## src/rtl/uart_rx_if.sv

```systemverilog
// Receive-side signal bundle between the serial pin and the byte consumer.
interface uart_rx_if;
    logic       data_in;
    logic [7:0] data_out;
    logic       rx_done;
    logic       rx_busy;
    logic       frame_err;

    // Receiver side: consumes the serial line, produces the byte and status.
    modport master (
        input  data_in,
        output data_out,
        output rx_done,
        output rx_busy,
        output frame_err
    );

    // Line driver / byte consumer side.
    modport slave (
        output data_in,
        input  data_out,
        input  rx_done,
        input  rx_busy,
        input  frame_err
    );
endinterface

```

## src/rtl/uart_rx.sv

```systemverilog
// 8N1 UART receiver, LSB first, idle-high line.
// The line is oversampled 16x per bit, and every bit is sampled at mid-bit.
// A low stop bit raises frame_err. The receiver then waits for the line to go
// high again before it will accept another start bit.
module uart_rx #(
    parameter int unsigned CLK_FRQ    = 50000000,
    parameter int unsigned BAUD_RATE  = 115200,
    parameter int unsigned OVERSAMPLE = 16
) (
    input  logic      clk,
    input  logic      areset,
    uart_rx_if.master bus
);

    localparam int unsigned OS_DIV = CLK_FRQ / (BAUD_RATE * OVERSAMPLE);
    localparam int unsigned DIV_W  = (OS_DIV > 1) ? $clog2(OS_DIV) : 1;
    localparam int unsigned S_W    = 4;
    localparam int unsigned B_W    = 3;
    localparam int unsigned DATA_W = 8;

    localparam logic [DIV_W-1:0] DIV_LAST = DIV_W'(OS_DIV - 1);
    localparam logic [S_W-1:0]   S_MID    = S_W'(OVERSAMPLE / 2 - 1);
    localparam logic [S_W-1:0]   S_LAST   = S_W'(OVERSAMPLE - 1);
    localparam logic [B_W-1:0]   B_LAST   = B_W'(DATA_W - 1);

    typedef enum logic [2:0] {
        IDLE       = 3'd0,
        START      = 3'd1,
        DATA       = 3'd2,
        STOP       = 3'd3,
        BREAK_WAIT = 3'd4
    } state_e;

    state_e              state_q, state_d;
    logic                sync1_q;
    logic                rx_s_q;
    logic [DIV_W-1:0]    div_q, div_d;
    logic [S_W-1:0]      s_cnt_q, s_cnt_d;
    logic [B_W-1:0]      b_cnt_q, b_cnt_d;
    logic [DATA_W-1:0]   shift_q, shift_d;
    logic [DATA_W-1:0]   data_out_q, data_out_d;
    logic                rx_done_q, rx_done_d;
    logic                rx_busy_q, rx_busy_d;
    logic                frame_err_q, frame_err_d;
    logic                tick_c;

    // Oversample tick: one clk per wrap of the free-running divider.
    assign tick_c = (div_q == DIV_LAST);

    // Next-state logic for the divider, the framing FSM and the registered outputs.
    always_comb begin
        div_d       = tick_c ? '0 : div_q + DIV_W'(1);
        state_d     = state_q;
        s_cnt_d     = s_cnt_q;
        b_cnt_d     = b_cnt_q;
        shift_d     = shift_q;
        data_out_d  = data_out_q;
        rx_done_d   = 1'b0;
        frame_err_d = 1'b0;
        rx_busy_d   = rx_busy_q;

        case (state_q)
            IDLE: begin
                rx_busy_d = 1'b0;
                if (tick_c && !rx_s_q) begin
                    state_d   = START;
                    s_cnt_d   = '0;
                    rx_busy_d = 1'b1;
                end
            end
            START: begin
                if (tick_c) begin
                    if (s_cnt_q == S_MID) begin
                        if (!rx_s_q) begin
                            state_d = DATA;
                            s_cnt_d = '0;
                            b_cnt_d = '0;
                        end else begin
                            // Line went back high before mid start bit: treat it as a glitch.
                            state_d   = IDLE;
                            rx_busy_d = 1'b0;
                        end
                    end else begin
                        s_cnt_d = s_cnt_q + S_W'(1);
                    end
                end
            end
            DATA: begin
                if (tick_c) begin
                    s_cnt_d = (s_cnt_q == S_LAST) ? '0 : s_cnt_q + S_W'(1);
                    if (s_cnt_q == S_LAST) begin
                        shift_d = {rx_s_q, shift_q[DATA_W-1:1]};
                        if (b_cnt_q == B_LAST) begin
                            state_d = STOP;
                        end else begin
                            b_cnt_d = b_cnt_q + B_W'(1);
                        end
                    end
                end
            end
            STOP: begin
                if (tick_c) begin
                    s_cnt_d = (s_cnt_q == S_LAST) ? '0 : s_cnt_q + S_W'(1);
                    if (s_cnt_q == S_LAST) begin
                        if (rx_s_q) begin
                            data_out_d = shift_q;
                            rx_done_d  = 1'b1;
                            rx_busy_d  = 1'b0;
                            state_d    = IDLE;
                        end else begin
                            frame_err_d = 1'b1;
                            state_d     = BREAK_WAIT;
                        end
                    end
                end
            end
            BREAK_WAIT: begin
                // A held-low line must not be taken as a new start bit.
                if (tick_c && rx_s_q) begin
                    state_d   = IDLE;
                    rx_busy_d = 1'b0;
                end
            end
            default: begin
                state_d   = IDLE;
                s_cnt_d   = '0;
                b_cnt_d   = '0;
                rx_busy_d = 1'b0;
            end
        endcase
    end

    // State, synchronizer and output registers.
    always_ff @(posedge clk or posedge areset) begin
        if (areset) begin
            state_q     <= IDLE;
            sync1_q     <= 1'b1;
            rx_s_q      <= 1'b1;
            div_q       <= '0;
            s_cnt_q     <= '0;
            b_cnt_q     <= '0;
            shift_q     <= '0;
            data_out_q  <= '0;
            rx_done_q   <= 1'b0;
            rx_busy_q   <= 1'b0;
            frame_err_q <= 1'b0;
        end else begin
            state_q     <= state_d;
            sync1_q     <= bus.data_in;
            rx_s_q      <= sync1_q;
            div_q       <= div_d;
            s_cnt_q     <= s_cnt_d;
            b_cnt_q     <= b_cnt_d;
            shift_q     <= shift_d;
            data_out_q  <= data_out_d;
            rx_done_q   <= rx_done_d;
            rx_busy_q   <= rx_busy_d;
            frame_err_q <= frame_err_d;
        end
    end

    assign bus.data_out  = data_out_q;
    assign bus.rx_done   = rx_done_q;
    assign bus.rx_busy   = rx_busy_q;
    assign bus.frame_err = frame_err_q;

endmodule

```

## src/flat_wrapper.sv

```systemverilog
// flat-port wrapper written by rule: the top's interface ports become plain ports
module uart_rx_flat 
#(
    parameter int unsigned CLK_FRQ    = 50000000,
    parameter int unsigned BAUD_RATE  = 115200,
    parameter int unsigned OVERSAMPLE = 16
)
  (clk, areset, bus_data_in, bus_data_out, bus_rx_done, bus_rx_busy, bus_frame_err);
  uart_rx_if bus_i ();
  input  logic clk;
  input  logic areset;
  input wire logic [$bits(bus_i.data_in)-1:0] bus_data_in;
  output wire logic [$bits(bus_i.data_out)-1:0] bus_data_out;
  output wire logic [$bits(bus_i.rx_done)-1:0] bus_rx_done;
  output wire logic [$bits(bus_i.rx_busy)-1:0] bus_rx_busy;
  output wire logic [$bits(bus_i.frame_err)-1:0] bus_frame_err;
  assign bus_i.data_in = bus_data_in;
  assign bus_data_out = bus_i.data_out;
  assign bus_rx_done = bus_i.rx_done;
  assign bus_rx_busy = bus_i.rx_busy;
  assign bus_frame_err = bus_i.frame_err;
  uart_rx #(.CLK_FRQ(CLK_FRQ), .BAUD_RATE(BAUD_RATE), .OVERSAMPLE(OVERSAMPLE)) u_core (.clk(clk), .areset(areset), .bus(bus_i));
endmodule
```

## config.mk

```make
export PLATFORM = sky130hd
export DESIGN_NAME = uart_rx_flat
export DESIGN_NICKNAME = d
export VERILOG_FILES = /design/src/rtl/uart_rx_if.sv /design/src/rtl/uart_rx.sv /design/src/flat_wrapper.sv
export SDC_FILE = /design/constraint.sdc
export NUM_CORES = 1
export LEC_CHECK = 0
export ABC_AREA = 1
export BUFFER_PORTS_ARGS = -buffer_cell sky130_fd_sc_hd__clkbuf_2
export CORE_MARGIN = 5
export CORE_UTILIZATION = 53
export DETAILED_ROUTE_END_ITERATION = 10
export PLACE_DENSITY_LB_ADDON = 0.12
export RECOVER_POWER = 100
export SLEW_MARGIN = 15
export SYNTH_ARGS = -nofsm -noshare
export SYNTH_HDL_FRONTEND = slang
export SYNTH_SLANG_ARGS = --single-unit
export TNS_END_PERCENT = 50
```

## constraint.sdc

```tcl
create_clock -name clk -period 1.4 [get_ports clk]
set_clock_uncertainty 0.05 [all_clocks]
set_input_delay 0.28 -clock clk [delete_from_list [all_inputs] [get_ports clk]]
set_output_delay 0.28 -clock clk [all_outputs]
set_load 0.05 [all_outputs]
```

==> results of run 1 <==
[cells in the final DEF (no fill, tap or decap), types with 3 or more instances in the layout]
cell type,instances
buf_4,27
clkbuf_2,12
inv_1,20
dfrtp_1,30
dfrtp_2,4
o21ai_2,9
nand2_4,7
nor2_2,3
nor2_1,7
nand3_2,4
inv_2,7
nand3_1,8
nand2_2,15
nor2_4,5
o21ai_0,9
ha_1,3
o21ai_1,12
nand2_1,42
clkbuf_4,6
[worst max-delay path, cell delays in order (launching register included)]
cell and delay, ns:
dfrtp_1 0.41, ha_4 0.17, nand2_4 0.06, nor2_8 0.13, inv_4 0.05, nor3_4 0.14
nand3_4 0.14, clkbuf_16 0.19, nand2_2 0.05, o21ai_2 0.04
[report_power, final]
group          leakage [nW]  switching, W  internal (W)  total (W)
clock                0.0281      0.000325      0.000185   0.000510
combinational         0.703      0.000573      0.000408   0.000982
sequential            0.474     0.0000620       0.00109    0.00115
total                  1.20      0.000960       0.00168    0.00264
[registers in the layout (all words and copies together), names as in the netlist]
| signal | count |
|---|---|
| u_core.div_q | 5 |
| u_core.sync1_q | 1 |
| u_core.bus.frame_err | 1 |
| u_core.bus.rx_busy | 1 |
| u_core.bus.rx_done | 1 |
| u_core.state_q | 3 |
| u_core.shift_q | 8 |
| u_core.rx_s_q | 1 |
| u_core.b_cnt_q | 3 |
| u_core.s_cnt_q | 4 |
| u_core.bus.data_out | 8 |
[cell families (layout without fill, tap and decap cells)]
group                    count (synthesis)  in the layout  synth area share [%]
AND/OR/NAND/NOR                         99            100                  26.8
adder cells (fa/ha/maj)                  5              5                  3.49
AO/OA/AOI/OAI                           31             31                  10.1
flip-flops                              36             36                  50.5
buffers and inverters                   32             82                  8.11
XOR/XNOR                                 2              2                 0.979
[final timing paths]
path,start,endpoint
min in group asynchronous,areset,u_core.bus.data_out[0]$_DFFE_PP0P_
max in group asynchronous,areset,u_core.rx_s_q$_DFF_PP1_
hold / removal,u_core.sync1_q$_DFF_PP1_,u_core.rx_s_q$_DFF_PP1_
setup reg to reg,u_core.s_cnt_q[1]$_DFFE_PP0P_,u_core.bus.data_out[4]$_DFFE_PP0P_
hold reg to reg,u_core.sync1_q$_DFF_PP1_,u_core.rx_s_q$_DFF_PP1_
setup / recovery,u_core.s_cnt_q[1]$_DFFE_PP0P_,u_core.bus.data_out[4]$_DFFE_PP0P_
[cell type report]
| cell class | instances | share of cell area (%) |
|---|---|---|
| well taps | 46 | 2.40 |
| clock buffers | 6 | 1.72 |
| repair buffers | 47 | 15.1 |
| inverters | 28 | 4.48 |
| multi-input cells | 138 | 38.2 |
| clock inverters | 1 | 0.208 |
| flip-flops and latches | 36 | 37.8 |
[what timing repair did]
item,CTS,global route
pin swaps,15,22
gates cloned,1,1
hold buffers,2,0
hold endpoints to repair,35,0
setup endpoints to repair,29,30
gates resized for setup,31,32
buffers inserted,2,5
[stage by stage]
stage | util, % | std cells
after floorplan | - | 205
after global placement | 63.7 | 284
after detailed placement | 63.7 | 284
after CTS | 68.5 | 296
after global routing | 72.5 | 302
final | 72.5 | 302
[per-layer routing]
metal / wire, um / GRT usage [%] / vias up
met5: 0 / 0 / -
met4: 84 / 5.21 / 0
met2: 2070 / 31.8 / 36
met3: 178 / 4.43 / 11
li1: - / - / 754
met1: 1710 / 23.1 / 741
==> results.json, run 1 <==
{
  "synth_ff_type": "dfrtp_1",
  "ir_drop_mv": 0.715,
  "cts_max_path_buffers": 2,
  "dieWidth_um": 68.1,
  "hold_viol_final": 0,
  "netlist_instances": 205,
  "leakage_nw": 1.20,
  "htreeDepth": 2,
  "die_y_um": 68.1,
  "grt_max_degree": 37,
  "drt_iter0_markers": 57,
  "critPathLaunchType": "flip-flop",
  "grt_pass1_vias": 1455,
  "synth_area_per_cell_um2": 8.73,
  "syn_nets": 213,
  "ios": 14,
  "synthTopCellsByArea": "dfrtp_1 (48%), nand2_1 (13%), o21ai_0 (6.1%)",
  "worstRegToRegCells": 9,
  "max_freq_ghz": 0.648,
  "yosys.area.top_type": "dfrtp_1",
  "dp_slack_ns": -0.224,
  "seqCellArea_um2": 908,
  "drc": 0,
  "postSynth.asyncResetShare_pct": 100,
  "antenna_cells": 0,
  "yosys_warnings": 0,
  "multi_input_area_um2": 918,
  "worstMarginPinSlew_ns": 0.477,
  "synth_common_cells": "nand2_1 (60), dfrtp_1 (34), inv_1 (26)",
  "gp_congestion": 0.880,
  "synth_area_mm2": 0.00179,
  "synth_top_area_share_pct": 47.5,
  "yosysMostFrequentCell": "nand2_1",
  "finalWirelength_um": 4040,
  "setup_viol": 28,
  "maxSlewHeadroom_pct": 68.2,
  "grt.total_usage_pct": 18.5,
  "final_max_slew_viol_count": 0,
  "drive_above_1_share_pct": 45.7,
  "max_cap_viol_count": 0,
  "end_kind": "flip-flop",
  "tns_ns": -2.64,
  "core_area_mm2": 0.00331,
  "rows": 21,
  "wl_per_cell_um": 13.4,
  "ys_ff_latch": 36,
  "finalPower_w": 0.00264,
  "path_clk_slew_ns": 0.10,
  "final_area_mm2": 0.00240,
  "area_delta_synth_final_pct": 34.1,
  "via_per_inst": 5.11,
  "powerDensity_mw_per_mm2": 1100,
  "min_path_cells": 0,
  "grt_overflow": 0,
  "ys_types": 27,
  "cts_made_buffers": 5,
  "setup_slack_ns": -0.143,
  "clk_latency_ns": 0.33,
  "r2r_slack_ns": -0.14,
  "hpwl_um": 2580,
  "clock-root-buffer": "clkbuf_4",
  "via_count": 1542,
  "hp-class": "flip-flop to flip-flop",
  "cts_tree": "done",
  "finalCritPeriodShare_pct": 110,
  "port_buffers": 13,
  "hold_ws_ns": 0.312,
  "rsz0062_at_grt": "true",
  "seq_area_frac_synth_pct": 50.5,
  "ant_nets": 0,
  "placed_area_mm2": 0.00211,
  "layout.nets": 264,
  "finalCriticalPeriod_ns": 1.54,
  "worst-path-max-fanout": 6,
  "crit_arrival_ns": 1.72,
  "clock_sinks": 36,
  "grt_first_pass_wirelength_um": 6400,
  "initial_core_util_pct": 54.1,
  "synth-edff-count": 0,
  "critPathRequiredTime_ns": 1.58,
  "dr.pass1.iters": 4,
  "die-area_mm2": 0.00464,
  "fill_cells": 272,
  "violations": "setup timing",
  "critPathKind": "flip-flop to flip-flop",
  "antenna_found_initial": 0,
  "status": "complete, but fails checks"
}
(Power assumes the default switching activity.)
==> run 2, diff against run 1 <==
--- a/config.mk
+++ b/config.mk
@@ -10,8 +10,10 @@
 export CORE_MARGIN = 5
 export CORE_UTILIZATION = 53
 export DETAILED_ROUTE_END_ITERATION = 10
+export MAX_ROUTING_LAYER = met4
 export PLACE_DENSITY_LB_ADDON = 0.12
 export RECOVER_POWER = 100
+export SKIP_CTS_REPAIR_TIMING = 1
 export SLEW_MARGIN = 15
 export SYNTH_ARGS = -nofsm -noshare
 export SYNTH_HDL_FRONTEND = slang
==> run 2 against run 1 <==
  * Clock power is essentially flat
  * Largest power group unchanged
  * The flow still finishes with violations (setup timing)
  * First-iteration DRC count grew 5.3%
  * Wire length decreased by 6.8%
  * Fmax up 1.4%
  * Flip-flop and latch count is the same
  * Core utilization decreased by 1.9 points
  * Sequential share of layout area is 0.93 points higher
  * Combinational power fell by 6.1%
  * Worst hold slack is essentially flat
  * Die area unchanged
  * Register-to-register slack improved by 0.02 ns
  * Critical path type unchanged
  * Critical path depth did not move
==> results.json, run 2 (synthesis gave the netlist of run 1 again) <==
{
  "setup_slack_ns": -0.121,
  "initial_core_util_pct": 54.1,
  "ir_drop_mv": 0.713,
  "layout_commonest_cell": "nand2_1",
  "min_path_cells": 0,
  "max_freq_ghz": 0.657,
  "port_buffers": 13,
  "final_max_slew_viol_count": 0,
  "wl_per_cell_um": 12.6,
  "critPathKind": "flip-flop to flip-flop",
  "antenna_found_initial": 0,
  "seqCellArea_um2": 906,
  "core_area_mm2": 0.00331,
  "via_count": 1513,
  "via_per_inst": 5.04,
  "r2r_slack_ns": -0.12,
  "area_delta_synth_final_pct": 30.5,
  "grt.met1_usage_pct": 21.9,
  "clk_latency_ns": 0.34,
  "antenna_cells": 0,
  "cts_max_path_buffers": 2,
  "reg2reg_from": "u_core.state_q[2]$_DFFE_PP0P_",
  "finalWirelength_um": 3770,
  "violations": "setup timing",
  "setup_viol": 29,
  "grt.total_usage_pct": 17.8,
  "max_cap_viol_count": 0,
  "grt_busiest_layer": "met2",
  "finalCriticalPeriod_ns": 1.52,
  "clock_sinks": 36,
  "die_y_um": 68.1,
  "min_to": "u_core.rx_s_q$_DFF_PP1_",
  "gp_congestion": 0.895,
  "ant_nets": 0,
  "drive_above_1_share_pct": 42.5,
  "worstRegToRegCells": 9,
  "rsz0062_at_grt": "true",
  "maxSlewHeadroom_pct": 68.3,
  "die-area_mm2": 0.00464,
  "clock-root-buffer": "clkbuf_4",
  "cts_tree": "done",
  "critPathLaunchType": "flip-flop",
  "htreeDepth": 2,
  "grt_overflow": 0,
  "leakage_nw": 1.19,
  "end_kind": "flip-flop",
  "drc": 0,
  "layout.nets": 262,
  "dr.pass1.iters": 4,
  "met2_usage_pct": 29.1,
  "worstMarginPinSlew_ns": 0.476,
  "multi_input_area_um2": 887,
  "powerDensity_mw_per_mm2": 1100,
  "mostFrequentLayoutCells": "nand2_1 (43), dfrtp_1 (32), buf_4 (26), inv_1 (21), nand2_2 (17)",
  "hpwl_um": 2580,
  "use_met3_pct": 4.43,
  "grt_max_degree": 37,
  "drt_iter0_markers": 60,
  "grt_first_pass_wirelength_um": 6040,
  "dieWidth_um": 68.1,
  "ios": 14,
  "crit_arrival_ns": 1.75,
  "utilization_pct": 70.6,
  "finalCritPeriodShare_pct": 109,
  "critPathRequiredTime_ns": 1.63,
  "worst-path-max-fanout": 4,
  "tns_ns": -2.24,
  "grt_pass1_vias": 1409,
  "hp-class": "flip-flop to flip-flop",
  "status": "complete, but fails checks",
  "hold_start": "u_core.sync1_q$_DFF_PP1_",
  "hold_viol_final": 0,
  "rr_endpoint": "u_core.state_q[0]$_DFFE_PP0P_",
  "fill_cells": 275,
  "path_clk_slew_ns": 0.10,
  "cts_made_buffers": 5,
  "rows": 21
}
==> run 2: changes by cell type in the layout (fill, tap and decap cells not counted), sizes merged <==
cell / before / now
buf: 31 / 29
==> run 2: layer usage <==
metal	part of all wire, %	wire length, um
met1	44	1660
met2	51	1920
met3	4.2	157
met4	0.82	31
met5	0	0
==> run 2: worst max-delay path by stage <==
stage / from / end / slack [ns] / cells past startpoint
2_1_floorplan: u_core.div_q[0]$_DFF_PP0_ / u_core.state_q[0]$_DFFE_PP0P_ / -0.10 / 12
3_3_place_gp: u_core.div_q[0]$_DFF_PP0_ / u_core.s_cnt_q[2]$_DFFE_PP0P_ / -0.16 / 9
3_5_place_dp: u_core.div_q[0]$_DFF_PP0_ / u_core.state_q[1]$_DFFE_PP0P_ / -0.22 / 11
4_1_cts: u_core.div_q[0]$_DFF_PP0_ / u_core.state_q[1]$_DFFE_PP0P_ / -0.24 / 11
5_1_grt: u_core.state_q[0]$_DFFE_PP0P_ / u_core.s_cnt_q[3]$_DFFE_PP0P_ / -0.22 / 8
6_report: u_core.state_q[2]$_DFFE_PP0P_ / u_core.state_q[0]$_DFFE_PP0P_ / -0.12 / 9
==> run 2: cell type report <==
type                    count  area share, %
flip-flops and latches     36           38.8
multi-input cells         138           38.0
repair buffers             45           14.1
inverters                  28           4.71
well taps                  46           2.46
clock buffers               6           1.77
clock inverters             1          0.214
==> run 2: worst max-delay path, stage by stage, from the launching register on <==
cell	delay [ns]
dfrtp_2	0.45
buf_4	0.15
nor2_2	0.21
buf_4	0.17
nand3_1	0.10
nand3_2	0.12
nor2_4	0.05
nand2_2	0.07
nand2_1	0.05
nand2_1	0.05
==> run 2: where the power goes <==
| part | switching (W) | leakage (nW) | internal (W) |
|---|---|---|---|
| clock network | 0.000326 | 0.0281 | 0.000185 |
| registers | 0.0000579 | 0.475 | 0.00108 |
| logic | 0.000541 | 0.684 | 0.000381 |
| total | 0.000925 | 1.19 | 0.00165 |
==> run 2: metrics by stage <==
stage | hold slack [ns] | worst slack, ns | cells | cell area (um^2) | total power (W)
final | 0.311 | -0.121 | 300 | 2340 | 0.00258
after global routing | 0.324 | -0.216 | 300 | 2340 | 0.00273
after CTS | -0.0979 | -0.244 | 291 | 2150 | 0.00239
after detailed placement | 0.272 | -0.224 | 284 | 2110 | 0.00188
after global placement | 0.268 | -0.159 | 284 | 2110 | 0.00185
after floorplan | 0.234 | -0.104 | 205 | 1820 | 0.00160
